==> src/rtl/pkt_capture_ctrl_if.sv <==
// 32-bit Avalon-ST frame stream carried into pkt_capture_ctrl.
interface pkt_capture_ctrl_if;
  logic [31:0] st_data;
  logic        st_valid;
  logic        st_sop;
  logic        st_eop;
  logic [1:0]  st_empty;
  logic        st_ready;

  modport master (output st_data, st_valid, st_sop, st_eop, st_empty, input st_ready);
  modport slave  (input st_data, st_valid, st_sop, st_eop, st_empty, output st_ready);
endinterface

==> src/rtl/pkt_capture_ctrl.sv <==
// Frame capture front-end: stream -> packet FIFO, descriptor hand-off to the write controller.
// Optional truncation counter output trunc_cnt is built when PKT_TRUNC_CNT_EN is defined.
module pkt_capture_ctrl #(
  parameter logic [31:0] BUF_BASE      = 32'h0000_0000,
  parameter logic [31:0] BUF_SIZE      = 32'h0010_0000,
  parameter int          MAX_PKT_BYTES = 1536,
  parameter int          FIFO_DEPTH    = 512
) (
  input  logic               clk,
  input  logic               reset,
  pkt_capture_ctrl_if.slave  st,
  output logic               fifo_wrreq,
  output logic [31:0]        fifo_data,
  input  logic [8:0]         fifo_usedw,
  input  logic [31:0]        seconds,
  input  logic [31:0]        nanoseconds,
  output logic               wr_ctrl,
  input  logic               wr_ctrl_rdy,
  output logic [31:0]        control,
  output logic [31:0]        pkt_begin,
  output logic [31:0]        pkt_end,
  output logic [31:0]        write_address,
  output logic [31:0]        ts_seconds,
  output logic [31:0]        ts_nanoseconds
`ifdef PKT_TRUNC_CNT_EN
  ,
  output logic [15:0]        trunc_cnt
`endif
);

  localparam logic [16:0] MAX_BEATS   = 17'(MAX_PKT_BYTES / 4);
  localparam logic [18:0] MAX_BYTES   = 19'(MAX_PKT_BYTES);
  localparam logic [9:0]  USEDW_LIMIT = 10'(FIFO_DEPTH - 2);
  localparam logic [32:0] RING_END    = {1'b0, BUF_BASE} + {1'b0, BUF_SIZE};
  localparam logic [32:0] REC_RESERVE = 33'(16 + MAX_PKT_BYTES);

  typedef enum logic [2:0] {IDLE, CAPTURE, SKIP, ISSUE, WAIT_RDY} state_t;

  state_t      state_r, state_nxt_s;
  logic [16:0] beat_cnt_r, cnt_nxt_s, cnt_inc_s, issue_beats_s;
  logic        trunc_r, trunc_nxt_s;
  logic [31:0] next_addr_r;
  logic [1:0]  issue_empty_s;
  logic        room_s, ready_s, accept_s;
  logic        wrreq_s, ts_latch_s, issue_s, adv_s;
  logic [18:0] orig_s, end_len_s;
  logic [15:0] ctrl_len_s;
  logic [31:0] rec_s, cand_s;
  logic        wrap_s;

  // Two words of headroom keep the FIFO from ever being written at its high-water mark.
  assign room_s      = {1'b0, fifo_usedw} < USEDW_LIMIT;
  assign ready_s     = reset & (((state_r == IDLE) || (state_r == CAPTURE)) ? room_s : (state_r == SKIP));
  assign st.st_ready = ready_s;
  assign accept_s    = st.st_valid & ready_s;
  assign cnt_inc_s   = (beat_cnt_r == 17'h1_FFFF) ? beat_cnt_r : beat_cnt_r + 17'd1;

  assign fifo_wrreq  = wrreq_s;
  assign fifo_data   = wrreq_s ? st.st_data : 32'h0000_0000;
  assign wr_ctrl     = (state_r == ISSUE);
  assign pkt_begin   = 32'h0000_0000;

  assign orig_s      = {issue_beats_s, 2'b00} - {17'b0, issue_empty_s};
  assign ctrl_len_s  = (orig_s > 19'h0_FFFF) ? 16'hFFFF : orig_s[15:0];
  assign end_len_s   = (orig_s > MAX_BYTES) ? MAX_BYTES : orig_s;

  // Record footprint is a 16-byte header plus payload rounded up to 16 bytes.
  assign rec_s  = 32'd16 + ((pkt_end + 32'd15) & ~32'd15);
  assign cand_s = next_addr_r + rec_s;
  assign wrap_s = ({1'b0, cand_s} + REC_RESERVE) > RING_END;

  // Next-state and per-beat strobes.
  always_comb begin
    state_nxt_s   = state_r;
    wrreq_s       = 1'b0;
    ts_latch_s    = 1'b0;
    issue_s       = 1'b0;
    adv_s         = 1'b0;
    cnt_nxt_s     = beat_cnt_r;
    trunc_nxt_s   = trunc_r;
    issue_beats_s = cnt_inc_s;
    issue_empty_s = st.st_empty;
    case (state_r)
      IDLE: begin
        if (accept_s && st.st_sop) begin
          wrreq_s       = 1'b1;
          ts_latch_s    = 1'b1;
          cnt_nxt_s     = 17'd1;
          trunc_nxt_s   = 1'b0;
          issue_beats_s = 17'd1;
          if (st.st_eop) begin
            issue_s     = 1'b1;
            state_nxt_s = ISSUE;
          end else begin
            state_nxt_s = CAPTURE;
          end
        end else begin
          state_nxt_s = IDLE;
        end
      end
      CAPTURE: begin
        if (accept_s && st.st_sop) begin
          // A new sop closes the running frame; the sop word itself is dropped.
          issue_s       = 1'b1;
          issue_beats_s = beat_cnt_r;
          issue_empty_s = 2'b00;
          state_nxt_s   = ISSUE;
        end else if (accept_s) begin
          wrreq_s   = 1'b1;
          cnt_nxt_s = cnt_inc_s;
          if (st.st_eop) begin
            issue_s     = 1'b1;
            state_nxt_s = ISSUE;
          end else if (cnt_inc_s == MAX_BEATS) begin
            trunc_nxt_s = 1'b1;
            state_nxt_s = SKIP;
          end else begin
            state_nxt_s = CAPTURE;
          end
        end else begin
          state_nxt_s = CAPTURE;
        end
      end
      SKIP: begin
        if (accept_s) begin
          cnt_nxt_s = cnt_inc_s;
          if (st.st_eop) begin
            issue_s     = 1'b1;
            state_nxt_s = ISSUE;
          end else begin
            state_nxt_s = SKIP;
          end
        end else begin
          state_nxt_s = SKIP;
        end
      end
      ISSUE: state_nxt_s = WAIT_RDY;
      WAIT_RDY: begin
        if (wr_ctrl_rdy) begin
          adv_s       = 1'b1;
          state_nxt_s = IDLE;
        end else begin
          state_nxt_s = WAIT_RDY;
        end
      end
      default: state_nxt_s = IDLE;
    endcase
  end

  // FSM state, beat counter and truncation flag.
  always_ff @(posedge clk or negedge reset) begin
    if (!reset) begin
      state_r    <= IDLE;
      beat_cnt_r <= 17'd0;
      trunc_r    <= 1'b0;
    end else begin
      state_r    <= state_nxt_s;
      beat_cnt_r <= cnt_nxt_s;
      trunc_r    <= trunc_nxt_s;
    end
  end

  // Timestamp and descriptor registers; descriptor holds until the next frame is issued.
  always_ff @(posedge clk or negedge reset) begin
    if (!reset) begin
      ts_seconds     <= 32'h0000_0000;
      ts_nanoseconds <= 32'h0000_0000;
      control        <= 32'h0000_0000;
      pkt_end        <= 32'h0000_0000;
      write_address  <= 32'h0000_0000;
    end else begin
      if (ts_latch_s) begin
        ts_seconds     <= seconds;
        ts_nanoseconds <= nanoseconds;
      end
      if (issue_s) begin
        control       <= {trunc_nxt_s, 15'b0, ctrl_len_s};
        pkt_end       <= {13'b0, end_len_s};
        write_address <= next_addr_r;
      end
    end
  end

  // Ring write pointer advances once the write controller reports completion.
  always_ff @(posedge clk or negedge reset) begin
    if (!reset) begin
      next_addr_r <= BUF_BASE;
    end else if (adv_s) begin
      next_addr_r <= wrap_s ? BUF_BASE : cand_s;
    end
  end

`ifdef PKT_TRUNC_CNT_EN
  logic trunc_evt_s;
  assign trunc_evt_s = accept_s && (state_r == CAPTURE) &&
                       (st.st_sop || (!st.st_eop && (cnt_inc_s == MAX_BEATS)));

  // Saturating count of frames cut short by snap length or by an early sop.
  always_ff @(posedge clk or negedge reset) begin
    if (!reset) begin
      trunc_cnt <= 16'h0000;
    end else if (trunc_evt_s && (trunc_cnt != 16'hFFFF)) begin
      trunc_cnt <= trunc_cnt + 16'h0001;
    end
  end
`endif

endmodule

==> src/flat_wrapper.sv <==
// flat-port wrapper written by rule: the top's interface ports become plain ports
module pkt_capture_ctrl_flat 
#(
  parameter logic [31:0] BUF_BASE      = 32'h0000_0000,
  parameter logic [31:0] BUF_SIZE      = 32'h0010_0000,
  parameter int          MAX_PKT_BYTES = 1536,
  parameter int          FIFO_DEPTH    = 512
)
  (clk, reset, fifo_wrreq, fifo_data, fifo_usedw, seconds, nanoseconds, wr_ctrl, wr_ctrl_rdy, control, pkt_begin, pkt_end, write_address, ts_seconds, ts_nanoseconds, st_st_data, st_st_valid, st_st_sop, st_st_eop, st_st_empty, st_st_ready);
  pkt_capture_ctrl_if st_i ();
  input  logic clk;
  input  logic reset;
  output logic fifo_wrreq;
  output logic [31:0] fifo_data;
  input  logic [8:0] fifo_usedw;
  input  logic [31:0] seconds;
  input  logic [31:0] nanoseconds;
  output logic wr_ctrl;
  input  logic wr_ctrl_rdy;
  output logic [31:0] control;
  output logic [31:0] pkt_begin;
  output logic [31:0] pkt_end;
  output logic [31:0] write_address;
  output logic [31:0] ts_seconds;
  output logic [31:0] ts_nanoseconds;
  input wire logic [$bits(st_i.st_data)-1:0] st_st_data;
  input wire logic [$bits(st_i.st_valid)-1:0] st_st_valid;
  input wire logic [$bits(st_i.st_sop)-1:0] st_st_sop;
  input wire logic [$bits(st_i.st_eop)-1:0] st_st_eop;
  input wire logic [$bits(st_i.st_empty)-1:0] st_st_empty;
  output wire logic [$bits(st_i.st_ready)-1:0] st_st_ready;
  assign st_i.st_data = st_st_data;
  assign st_i.st_valid = st_st_valid;
  assign st_i.st_sop = st_st_sop;
  assign st_i.st_eop = st_st_eop;
  assign st_i.st_empty = st_st_empty;
  assign st_st_ready = st_i.st_ready;
  pkt_capture_ctrl #(.BUF_BASE(BUF_BASE), .BUF_SIZE(BUF_SIZE), .MAX_PKT_BYTES(MAX_PKT_BYTES), .FIFO_DEPTH(FIFO_DEPTH)) u_core (.clk(clk), .reset(reset), .st(st_i), .fifo_wrreq(fifo_wrreq), .fifo_data(fifo_data), .fifo_usedw(fifo_usedw), .seconds(seconds), .nanoseconds(nanoseconds), .wr_ctrl(wr_ctrl), .wr_ctrl_rdy(wr_ctrl_rdy), .control(control), .pkt_begin(pkt_begin), .pkt_end(pkt_end), .write_address(write_address), .ts_seconds(ts_seconds), .ts_nanoseconds(ts_nanoseconds));
endmodule
==> config.mk <==
export PLATFORM = sky130hd
export DESIGN_NAME = pkt_capture_ctrl_flat
export DESIGN_NICKNAME = d
export VERILOG_FILES = /design/src/rtl/pkt_capture_ctrl_if.sv /design/src/rtl/pkt_capture_ctrl.sv /design/src/flat_wrapper.sv
export SDC_FILE = /design/constraint.sdc
export NUM_CORES = 1
export LEC_CHECK = 0
export CORE_ASPECT_RATIO = 0.7
export CORE_UTILIZATION = 30
export DETAILED_ROUTE_END_ITERATION = 10
export HOLD_SLACK_MARGIN = 0.02
export SKIP_CTS_REPAIR_TIMING = 1
export SLEW_MARGIN = 20
export SYNTH_ARGS = -nofsm -noshare
export SYNTH_HDL_FRONTEND = slang
export SYNTH_SLANG_ARGS = --single-unit
==> constraint.sdc <==
create_clock -name clk -period 11.4 [get_ports clk]
set_clock_uncertainty 0.05 [all_clocks]
set_input_delay 2.28 -clock clk [delete_from_list [all_inputs] [get_ports clk]]
set_output_delay 2.28 -clock clk [all_outputs]
set_load 0.02 [all_outputs]
==> impl_metrics.toml <==
[status]
status = "finished clean"

[sta]
hold_slack_ns = 0.415
fmax_mhz = 133
tns_ns = 0
finalHoldViolations = 0
worst_pin_slew_ns = 1.13
drv_slew = 0
period_share = 0.657
grt_setup_unrepaired = "false"
setup_ws_ns = 3.90
worst_slew_margin_rel = 0.243
setup_viol = 0
min_period_ns = 7.50

[critical_path]
arrival_ns = 5.17
crit_chain = "clkbuf_8 > nor2b_1 > nand3_1 > nor2_1 > o21a_1 > and2_1 > clkdlybuf4s50_1"
critPathMaxFanout = 60
max_stage_delay_ns = 0.70
cpMaxStageDelayCell = "o21a_1"
required_ns = 9.07
crit_path_end_kind = "output port"
critPathLaunchType = "input pin"
crit_type = "input pin to output port"

[flow_run]
drv_cap = 0

[place]
hpwl_um = 26100
portBuffers = 274
dpl_worst_slack_ns = 3.92
gp_congestion = 0.939

[drt]
wl_per_cell_um = 17.4
dr_total_vias = 10200
firstDrtPassIters = 5
wl_um = 35400
first_iter_violations = 816
ant_nets = 0
drc = 0
post_drt_via_cell_ratio = 5.04

[logic_synthesis]
synth_edf_count = 0
synth-seq-cells = 177
ys_seq_area_frac = 0.402
synth_cells = 1312
synth-main-ff-cell = "dfrtp_1"
synthArstFlopShare = 1.00
syn_area_um2 = 11000
ys.warnings.count = 0
synth.distinct_cells = 80
avgSynthCellArea_um2 = 8.39

[clock_network]
cts_sinks = 177
cts_buffers = 17
clk_pin_slew_worst_paths_ns = 0.06
cts_tree = "done"
max-clock-path-buffers = 2
htreeDepth = 4
worst_skew_pair.late_latency_ns = 0.45
root_buffer = "clkbuf_16"

[floorplanning]
initial_core_util = 0.305
die_w_um = 231
die_area_um2 = 37500
pin_count = 340
die_h_um = 162
core_um2 = 36100
row_count = 58

[power_and_ir_drop]
leakagePower_nw = 6.59
intPower_mw = 1.66
power.density_nw_per_um2 = 197
comb_power_share = 0.464
irDropWorstVdd_uv = 126
pwr-share-clk = 0.202
sw_frac_of_total = 0.418
p_switching_mw = 1.19
seq_power_share = 0.334

[final_layout]
antenna_cells = 0
synthToLayoutAreaGrowth_pct = 31.1
final_nets = 1686
drive_above_1_share = 0.0510
final_util = 0.400

[min_path]
worstHoldPathType = "register to register"

[global_routing]
grt_max_degree = 74
grtUsageTotal = 0.191
antenna_found_initial = 1
grt_pass1_vias = 9748
grt_pass1_wl_um = 55900
grt_overflow = 0
layout by cell type (no fill, tap or decap), types with 9 or more instances in the layout:
| cell type | instances |
|---|---|
| a21o_1 | 15 |
| o21ai_0 | 60 |
| or4_1 | 11 |
| or3_1 | 12 |
| xnor2_1 | 26 |
| dfrtp_1 | 177 |
| nand3_1 | 28 |
| clkdlybuf4s50_1 | 273 |
| and3_1 | 21 |
| nor2_1 | 60 |
| and2_1 | 59 |
| a31oi_1 | 11 |
| nor3_1 | 24 |
| nand4_1 | 18 |
| nor3b_1 | 9 |
| conb_1 | 64 |
| xor2_1 | 26 |
| a32o_1 | 10 |
| a21oi_1 | 50 |
| nand2_1 | 341 |
| ha_1 | 35 |
| inv_1 | 19 |
| clkbuf_16 | 17 |
registers in the layout, summed over array words and instances, names as in the netlist:
name                   count
u_core.state_r             3
u_core.pkt_end            19
u_core.ts_seconds         32
u_core.next_addr_r        28
u_core.trunc_r             1
u_core.ts_nanoseconds     32
u_core.beat_cnt_r         17
u_core.control            17
u_core.write_address      28
critical path: cells and delay by family:
kind / cells / cell delay [ns]
simple gates: 4 / 1.10
compound gates: 1 / 0.70
buf+inv: 2 / 1.04
metrics by stage:
stage	cells	cell area, um^2	power (mW)
after global routing	2030	14400	3.02
after CTS	2030	14400	2.87
final	2030	14400	2.84
after global placement	1998	13900	2.27
after detailed placement	1998	13900	2.28
after floorplan	1375	11200	1.69
layer usage:
layer / part of all wire / vias to the layer above / track usage
met5: 0.00034 / - / 0
met4: 0.017 / 2 / 0.0503
met3: 0.092 / 36 / 0.0679
met2: 0.43 / 393 / 0.280
met1: 0.46 / 4924 / 0.264
li1: - / 4867 / -
power groups by stage:
stage	Sequential, mW	Clock [mW]	Combinational (mW)
CTS	0.950	0.593	1.33
global route	0.974	0.616	1.43
detailed placement	0.955	0	1.32
floorplan	1.11	0	0.575
finish	0.949	0.574	1.32
global placement	0.953	0	1.32
cell usage after synthesis, types with 4 or more instances:
cell type    n  area, um^2
nand4b_1     4        35.0
o31ai_1      7        52.6
nor4_1       6        37.5
xnor2_1     26         228
o21a_1       6        45.0
or2_2        6        37.5
or4_1       11        82.6
o211ai_1     8        60.1
nand2_1    342        1280
a22oi_1      4        30.0
o21ai_0     60         300
a22o_1       5        43.8
nand4_1     18         113
ha_1        35         438
a31oi_1     11        68.8
and4_1       6        52.6
a211oi_1     7        52.6
a21oi_1     50         250
nor3b_1      9        67.6
and3_1      21         131
a32o_1      10         100
or3_1       12        75.1
clkbuf_1    62         233
xor2_1      26         228
a31o_2       4        35.0
nor3_1      24         120
buf_4       67         503
nand3_1     28         140
o21ai_2      7        61.3
o21ai_1      5        25.0
and2_1      59         369
a2111oi_0    4        35.0
nor2_1      61         229
a21o_1      15         113
dfrtp_1    177        4430
inv_1       19        71.3
o22a_1       7        61.3
buf_2        8        40.0
a211o_1      6        52.6
area by class of cell:
class / count / area [um^2]
clock buffers: 19 / 453
clock inverters: 13 / 104
fillers: 3670 / 21600
inverters: 19 / 71.3
multi-input cells: 1040 / 5980
flip-flops and latches: 177 / 4430
well taps: 480 / 601
repair buffers: 282 / 2810
cell families after synthesis:
kind of cell,synth area share
AO/OA/AOI/OAI,0.158
XOR/XNOR,0.0414
adder cells (fa/ha/maj),0.0416
buffers and inverters,0.0790
flip-flops,0.402
multiplexers,0.00579
other,0.000341
AND/OR/NAND/NOR,0.272
final timing paths:
check,from,to,slack (ns),depth (start not counted)
setup / recovery,reset,fifo_data[22],3.90,7
hold / removal,u_core.write_address[18]$_DFFE_PN0P_,u_core.write_address[18]$_DFFE_PN0P_,0.42,2
hold reg to reg,u_core.write_address[18]$_DFFE_PN0P_,u_core.write_address[18]$_DFFE_PN0P_,0.42,2
max in group asynchronous,reset,u_core.ts_seconds[0]$_DFFE_PN0P_,8.15,2
min in group asynchronous,reset,u_core.beat_cnt_r[5]$_DFFE_PN0P_,1.76,1
setup reg to reg,u_core.pkt_end[3]$_DFFE_PN0P_,u_core.next_addr_r[10]$_DFFE_PN0P_,4.88,19
Power figures use the tool's default switching activity.
